`src/rtl/fff_pkg.sv`:
```
// -----------------------------------------------------------------------------
// fff_pkg -- shared definitions for the quiz-buzzer winner decoder.
//   state_e      : round-control FSM encoding
//   CODE_*       : priority-encoder codes presented on code_in
//   SEG_DIGIT*   : active-low 7-segment patterns {a,b,c,d,e,f,g} for 1..4
//   seg_for_id() : maps a player index to the pattern for digit index+1
// -----------------------------------------------------------------------------
package fff_pkg;

  typedef enum logic [1:0] {
    ST_IDLE   = 2'd0,
    ST_ARMED  = 2'd1,
    ST_QUAL   = 2'd2,
    ST_LOCKED = 2'd3
  } state_e;

  localparam logic [3:0] CODE_NONE = 4'b1111;
  localparam logic [3:0] CODE_P0   = 4'b1110;
  localparam logic [3:0] CODE_P1   = 4'b1101;
  localparam logic [3:0] CODE_P2   = 4'b1100;
  localparam logic [3:0] CODE_P3   = 4'b1011;

  // Bit 6 is segment a, bit 0 is segment g; a 0 lights the segment.
  localparam logic [6:0] SEG_BLANK  = 7'b1111111;
  localparam logic [6:0] SEG_DIGIT1 = 7'b1001111;
  localparam logic [6:0] SEG_DIGIT2 = 7'b0010010;
  localparam logic [6:0] SEG_DIGIT3 = 7'b0000110;
  localparam logic [6:0] SEG_DIGIT4 = 7'b1001100;

  function automatic logic [6:0] seg_for_id(input logic [1:0] id);
    logic [6:0] seg;
    case (id)
      2'd0:    seg = SEG_DIGIT1;
      2'd1:    seg = SEG_DIGIT2;
      2'd2:    seg = SEG_DIGIT3;
      2'd3:    seg = SEG_DIGIT4;
      default: seg = SEG_BLANK;
    endcase
    return seg;
  endfunction

endpackage

```
`src/rtl/code_qualifier.sv`:
```
// -----------------------------------------------------------------------------
// code_qualifier -- decodes the buzzer priority-encoder code and checks that a
// player code stays identical for STABLE_CYCLES consecutive samples.
//   clk, rst   : clock, synchronous active-high reset
//   i_code     : raw code from the priority encoder
//   i_hunt     : FSM is in ARMED (waiting for a first player code)
//   i_qual     : FSM is in QUAL (candidate captured, counting)
//   o_accept   : one-cycle pulse, candidate stable long enough -> lock
//   o_start    : a player code seen while hunting -> go to QUAL
//   o_drop     : candidate broken while qualifying -> back to ARMED
//   o_id       : decoded player index of the current sample
// -----------------------------------------------------------------------------
module code_qualifier
  import fff_pkg::*;
#(
  parameter int unsigned STABLE_CYCLES = 4
) (
  input  logic       clk,
  input  logic       rst,
  input  logic [3:0] i_code,
  input  logic       i_hunt,
  input  logic       i_qual,
  output logic       o_accept,
  output logic       o_start,
  output logic       o_drop,
  output logic [1:0] o_id
);

  localparam logic [3:0] LAST_COUNT = 4'(STABLE_CYCLES - 1);
  localparam bit         ONE_SHOT   = (STABLE_CYCLES == 1);

  logic       w_is_player;
  logic [1:0] w_id;
  logic       w_match;
  logic [1:0] r_cand;
  logic [3:0] r_count;

  // Code decode; invalid codes behave exactly like "no player".
  always_comb begin
    w_is_player = 1'b1;
    w_id        = 2'd0;
    case (i_code)
      CODE_P0: w_id = 2'd0;
      CODE_P1: w_id = 2'd1;
      CODE_P2: w_id = 2'd2;
      CODE_P3: w_id = 2'd3;
      default: w_is_player = 1'b0;
    endcase
  end

  assign w_match  = w_is_player && (w_id == r_cand);
  // r_count holds samples already seen, so the current sample is the last one
  // needed when r_count == STABLE_CYCLES-1.
  assign o_accept = (i_hunt && w_is_player && ONE_SHOT) ||
                    (i_qual && w_match && (r_count == LAST_COUNT));
  assign o_start  = i_hunt && w_is_player;
  assign o_drop   = i_qual && !w_match;
  assign o_id     = w_id;

  // Candidate capture and stability counter; cleared whenever not counting.
  always_ff @(posedge clk) begin
    if (rst) begin
      r_cand  <= 2'd0;
      r_count <= 4'd0;
    end else if (o_start) begin
      r_cand  <= w_id;
      r_count <= 4'd1;
    end else if (i_qual && w_match) begin
      r_count <= r_count + 4'd1;
    end else begin
      r_count <= 4'd0;
    end
  end

endmodule

```
`src/rtl/winner_decoder.sv`:
```
// -----------------------------------------------------------------------------
// winner_decoder -- quiz-buzzer round controller. Locks the first player whose
// code is stable for STABLE_CYCLES samples, lights its lamp and drives the
// buzzer for BUZZ_CYCLES cycles.
//   clk, rst     : clock, synchronous active-high reset
//   code_in      : priority-encoder code (1111 none, 1110..1011 players 0..3)
//   arm / clear  : host opens / closes a round (clear wins over arm)
//   armed        : round open and no winner yet
//   winner_valid : winner locked
//   winner_lamp  : one-hot lamp of the winner, zero otherwise
//   winner_id    : index of the winner, zero otherwise
//   buzzer       : buzzer drive
//   seg_n        : active-low 7-segment display of winner_id+1, only present
//                  when WINNER_DECODER_SEG7_EN is defined
// -----------------------------------------------------------------------------
module winner_decoder
  import fff_pkg::*;
#(
  parameter int unsigned STABLE_CYCLES = 4,
  parameter int unsigned BUZZ_CYCLES   = 1000
) (
  input  logic       clk,
  input  logic       rst,
  input  logic [3:0] code_in,
  input  logic       arm,
  input  logic       clear,
  output logic       armed,
  output logic       winner_valid,
  output logic [3:0] winner_lamp,
  output logic [1:0] winner_id,
  output logic       buzzer
`ifdef WINNER_DECODER_SEG7_EN
  ,
  output logic [6:0] seg_n
`endif
);

  localparam logic [15:0] BUZZ_LEN = 16'(BUZZ_CYCLES);

  state_e      r_state;
  state_e      w_next;
  logic        w_hunt;
  logic        w_qual;
  logic        w_accept;
  logic        w_start;
  logic        w_drop;
  logic [1:0]  w_id;
  logic        r_armed;
  logic        r_valid;
  logic [3:0]  r_lamp;
  logic [1:0]  r_id;
  logic        r_buzzer;
  logic [15:0] r_buzz_cnt;

  // clear gates the qualifier so a lock can never race a clear.
  assign w_hunt = (r_state == ST_ARMED) && !clear;
  assign w_qual = (r_state == ST_QUAL)  && !clear;

  code_qualifier #(
    .STABLE_CYCLES (STABLE_CYCLES)
  ) u_qual (
    .clk      (clk),
    .rst      (rst),
    .i_code   (code_in),
    .i_hunt   (w_hunt),
    .i_qual   (w_qual),
    .o_accept (w_accept),
    .o_start  (w_start),
    .o_drop   (w_drop),
    .o_id     (w_id)
  );

  // FSM state register.
  always_ff @(posedge clk) begin
    if (rst) begin
      r_state <= ST_IDLE;
    end else begin
      r_state <= w_next;
    end
  end

  // FSM next-state logic.
  always_comb begin
    w_next = r_state;
    if (clear) begin
      w_next = ST_IDLE;
    end else begin
      case (r_state)
        ST_IDLE: begin
          if (arm) w_next = ST_ARMED;
          else     w_next = ST_IDLE;
        end
        ST_ARMED: begin
          if (w_accept)     w_next = ST_LOCKED;
          else if (w_start) w_next = ST_QUAL;
          else              w_next = ST_ARMED;
        end
        ST_QUAL: begin
          if (w_accept)    w_next = ST_LOCKED;
          else if (w_drop) w_next = ST_ARMED;
          else             w_next = ST_QUAL;
        end
        ST_LOCKED: w_next = ST_LOCKED;
        default:   w_next = ST_IDLE;
      endcase
    end
  end

  // Registered outputs and buzzer timer. r_buzz_cnt counts cycles the buzzer
  // has already been high and stops at BUZZ_LEN, so it cannot wrap.
  always_ff @(posedge clk) begin
    if (rst) begin
      r_armed    <= 1'b0;
      r_valid    <= 1'b0;
      r_lamp     <= 4'b0000;
      r_id       <= 2'b00;
      r_buzzer   <= 1'b0;
      r_buzz_cnt <= 16'd0;
    end else begin
      r_armed <= (w_next == ST_ARMED) || (w_next == ST_QUAL);
      r_valid <= (w_next == ST_LOCKED);
      if (w_accept) begin
        r_lamp     <= 4'(4'b0001 << w_id);
        r_id       <= w_id;
        r_buzzer   <= 1'b1;
        r_buzz_cnt <= 16'd1;
      end else if (w_next != ST_LOCKED) begin
        r_lamp     <= 4'b0000;
        r_id       <= 2'b00;
        r_buzzer   <= 1'b0;
        r_buzz_cnt <= 16'd0;
      end else if (r_buzzer) begin
        if (r_buzz_cnt >= BUZZ_LEN) begin
          r_buzzer <= 1'b0;
        end else begin
          r_buzz_cnt <= r_buzz_cnt + 16'd1;
        end
      end
    end
  end

  assign armed        = r_armed;
  assign winner_valid = r_valid;
  assign winner_lamp  = r_lamp;
  assign winner_id    = r_id;
  assign buzzer       = r_buzzer;

`ifdef WINNER_DECODER_SEG7_EN
  logic [6:0] r_seg_n;

  // Display register: digit of the winner while locked, blank otherwise.
  always_ff @(posedge clk) begin
    if (rst) begin
      r_seg_n <= SEG_BLANK;
    end else if (w_accept) begin
      r_seg_n <= seg_for_id(w_id);
    end else if (w_next != ST_LOCKED) begin
      r_seg_n <= SEG_BLANK;
    end
  end

  assign seg_n = r_seg_n;
`endif

endmodule

```
`config.mk`:
```
export PLATFORM = sky130hd
export DESIGN_NAME = winner_decoder
export DESIGN_NICKNAME = d
export VERILOG_FILES = /design/src/rtl/fff_pkg.sv /design/src/rtl/code_qualifier.sv /design/src/rtl/winner_decoder.sv
export SDC_FILE = /design/constraint.sdc
export NUM_CORES = 1
export LEC_CHECK = 0
export CORE_MARGIN = 1
export CORE_UTILIZATION = 54
export DETAILED_ROUTE_END_ITERATION = 6
export GPL_TIMING_DRIVEN = 0
export PLACE_DENSITY = 0.81
export SLEW_MARGIN = 20
export SYNTH_ARGS = -nofsm -noshare
export SYNTH_HDL_FRONTEND = slang
export SYNTH_SLANG_ARGS = --single-unit
export TNS_END_PERCENT = 20
```
`constraint.sdc`:
```
create_clock -name clk -period 3.9 [get_ports clk]
set_clock_uncertainty 0.2 [all_clocks]
set_input_delay 0.78 -clock clk [delete_from_list [all_inputs] [get_ports clk]]
set_output_delay 0.78 -clock clk [all_outputs]
set_load 0.03 [all_outputs]
```
==> impl_metrics.yaml <==
status:
  run_status: "finished clean"
cts:
  post_cts_resize_count: 0
  clock_tree.buffer_depth: 2
  cts_root_buf: "sky130_fd_sc_hd__clkbuf_4"
  cts_post_setup_buffers_inserted: 0
  cts_tree: "done"
  tritoncts.num_buffers: 5
  clock_sink_total: 33
  hold_buffers: 0
  worst_skew_pair.late_latency_ps: 330
  clock_tree.htree_level_count: 2
  cts.reportedPaths.clkPinSlew_ps: 100
route:
  drc: 0
  routed_wire_length_per_instance_um: 13.8
  routed_wirelength_mm: 2.98
  via_per_inst: 5.72
  drtAntennaViolNets: 0
  dr.first_iter.drc_count: 16
  drt_pass1_iterations: 4
  routed-via-count: 1236
sta:
  final_min_period_over_clock_period_pct: 93.2
  timing.max_slew.rel_slack_pct: 56.6
  worst-slew-pin-transition_ps: 647
  final-setup-viol-count: 0
  clock.fmax_ghz: 0.275
  layout_setup_ws_ps: 264
  final_period_minus_worst_setup_slack_ps: 3640
  holdWs_ps: 266
  setup_total_negative_slack_ps: 0
  timing_hold_violations_final: 0
  report.final.slew_viol_count: 0
  grt_setup_unrepaired: "no"
worst_setup_path:
  path_class: "in -> reg"
  critical_path.endpoint_type: "flip-flop"
  timing.critical_path.mode_cell: "sky130_fd_sc_hd__nor3_1"
  critical_path.slowest_cell: "sky130_fd_sc_hd__or4b_1"
  start_kind: "input port"
  path_cells: "clkdlybuf4s50_1 > or4b_1 > a21oi_2 > nor3_1 > nor3_1 > ha_1 > nor2b_1 > clkbuf_1 > o31ai_2 > a21oi_1"
  peak_per_stage_delay_on_the_critical_path_ps: 580
  cp_data_arrival_time_ps: 3700
  critical_path_required_ps: 3970
  crit_fanout: 10
synthesis:
  synth_edf_count: 0
  post_synth_instance_area_um2: 1510
  synthesized_instance_count: 164
  synth.top_cell.area_share_pct: 43.7
  synthMostInstantiatedCell: "sky130_fd_sc_hd__dfxtp_1"
  synthesis.area_per_instance_um2: 9.22
  yosys-top-cells-count: "sky130_fd_sc_hd__dfxtp_1 (33), sky130_fd_sc_hd__nor2_1 (17), sky130_fd_sc_hd__nand2_1 (14)"
  yosysUniqueCellTypes: 38
  async_set_or_reset_flop_fraction_in_the_synthesized_netlist_pct: 0
  portion_of_the_post_synthesis_area_used_by_sequential_elements_pct: 43.7
  register_bit_total_from_synthesis: 33
  syn-num-nets: 177
  ys_dominant_reg_cell: "sky130_fd_sc_hd__dfxtp_1"
  yosysTopAreaCell: "sky130_fd_sc_hd__dfxtp_1"
  synthTopCellsByArea: "sky130_fd_sc_hd__dfxtp_1 (44%), sky130_fd_sc_hd__mux2i_1 (5.3%), sky130_fd_sc_hd__nor2_1 (4.2%), sky130_fd_sc_hd__ha_1 (4.1%), sky130_fd_sc_hd__nand2_1 (3.5%)"
  synth-warning-count: 0
power_and_ir_drop:
  leakage_nw: 0.654
  pwr_density_cell_nw_per_um2: 320
  worst_ir_drop_vdd_mv: 0.251
  fin_total_pwr_uw: 562
layout:
  final_util_pct: 68.4
  final-instance-count-excl-fill: 216
  post_route_cells_drive_above_1_share_pct: 9.68
  layout-area-overhead-vs-synth_pct: 16.0
  num_antenna_cells: 0
  net_count_reported_at_finish: 199
  final_cell_area_um2: 1760
placed_design:
  finalWeightedCongestion: 0.785
  placed_cell_area_um2: 1700
  place.detailed.hpwl_mm: 2.20
  dp_cells: 209
  place_ws_ps: -121
  port_buffers: 15
die:
  floorplan.initialDensity_pct: 58.9
  die_x_um: 54.9
  die_area_um2: 3020
  number_of_top_level_design_ports: 17
  die_height_um: 54.9
  area_of_the_core_um2: 2570
  rows: 18
global_route:
  gr-total-overflow: 0
  grt_max_degree: 11
  first_global_vias: 1180
  groute.usage.overall_pct: 23.6
  antenna_found_initial: 0
  first_pass_grt_wire_length_mm: 4.95
hold_path:
  hp-class: "reg -> reg"
run:
  cap_violations: 0
path summary, 6_finish.rpt:
kind	start	to	slack, ps	depth (start not counted)
worst max-delay path	code_in[0]	r_buzz_cnt[3]	260	10
worst min-delay path	winner_id[0]	winner_id[0]	270	2
worst min register to register	winner_id[0]	winner_id[0]	270	2
worst max register to register	u_qual.r_cand[0]	r_buzz_cnt[3]	910	9
sequential cells by signal, summed over array words and instances (netlist names):
signal	cells
r_buzz_cnt	16
winner_id	2
u_qual.r_count	4
buzzer	1
armed	1
u_qual.r_cand	2
winner_valid	1
winner_lamp	4
r_state	2
final cells by class:
type | count | area (um2)
inverter | 3 | 11.3
timing repair buffer | 15 | 150
sequential | 33 | 661
tap | 30 | 37.5
multi-input combinational | 124 | 818
buffer | 4 | 22.5
clock buffer | 7 | 55.1
fill | 224 | 812
placed cells by master, fill, tap and decap left out, types with 5 or more instances in the layout:
| master | n |
|---|---|
| sky130_fd_sc_hd__nor2_1 | 17 |
| sky130_fd_sc_hd__nor3_1 | 7 |
| sky130_fd_sc_hd__a21oi_1 | 5 |
| sky130_fd_sc_hd__clkbuf_4 | 5 |
| sky130_fd_sc_hd__xnor2_1 | 5 |
| sky130_fd_sc_hd__dfxtp_1 | 33 |
| sky130_fd_sc_hd__mux2i_1 | 8 |
| sky130_fd_sc_hd__nor2b_1 | 5 |
| sky130_fd_sc_hd__ha_1 | 5 |
| sky130_fd_sc_hd__o21ai_0 | 5 |
| sky130_fd_sc_hd__clkdlybuf4s50_1 | 15 |
| sky130_fd_sc_hd__nand3b_1 | 5 |
| sky130_fd_sc_hd__nand2_1 | 14 |
critical path: cells and delay by family:
| kind | cells | cell delay [ps] |
|---|---|---|
| buffers and inverters | 2 | 860 |
| AO/OA/AOI/OAI | 3 | 620 |
| AND/OR/NAND/NOR | 4 | 1100 |
| adder cells (fa/ha/maj) | 1 | 350 |
power by group:
part           internal, mW  switching (mW)
combinational        0.0139          0.0157
clock                0.0850           0.108
sequential            0.338        0.000785
total                 0.437           0.125
kinds of logic after synthesis:
group / count (synthesis) / share of synthesized area [%]
and+or+nand+nor: 82 / 30.3
xor gates and xnor gates: 9 / 5.21
AOI/OAI and AO/OA: 20 / 9.18
muxes: 8 / 5.29
DFF: 33 / 43.7
adders and majority gates: 5 / 4.14
buffers and inverters: 7 / 2.23
per-layer routing:
layer  wire (um)  track usage [%]
met1        1350             26.3
met2        1490             41.2
met3          92             8.47
met4          40             8.33
met5           0                0
Note: power is estimated with default switching activity, not from simulation.
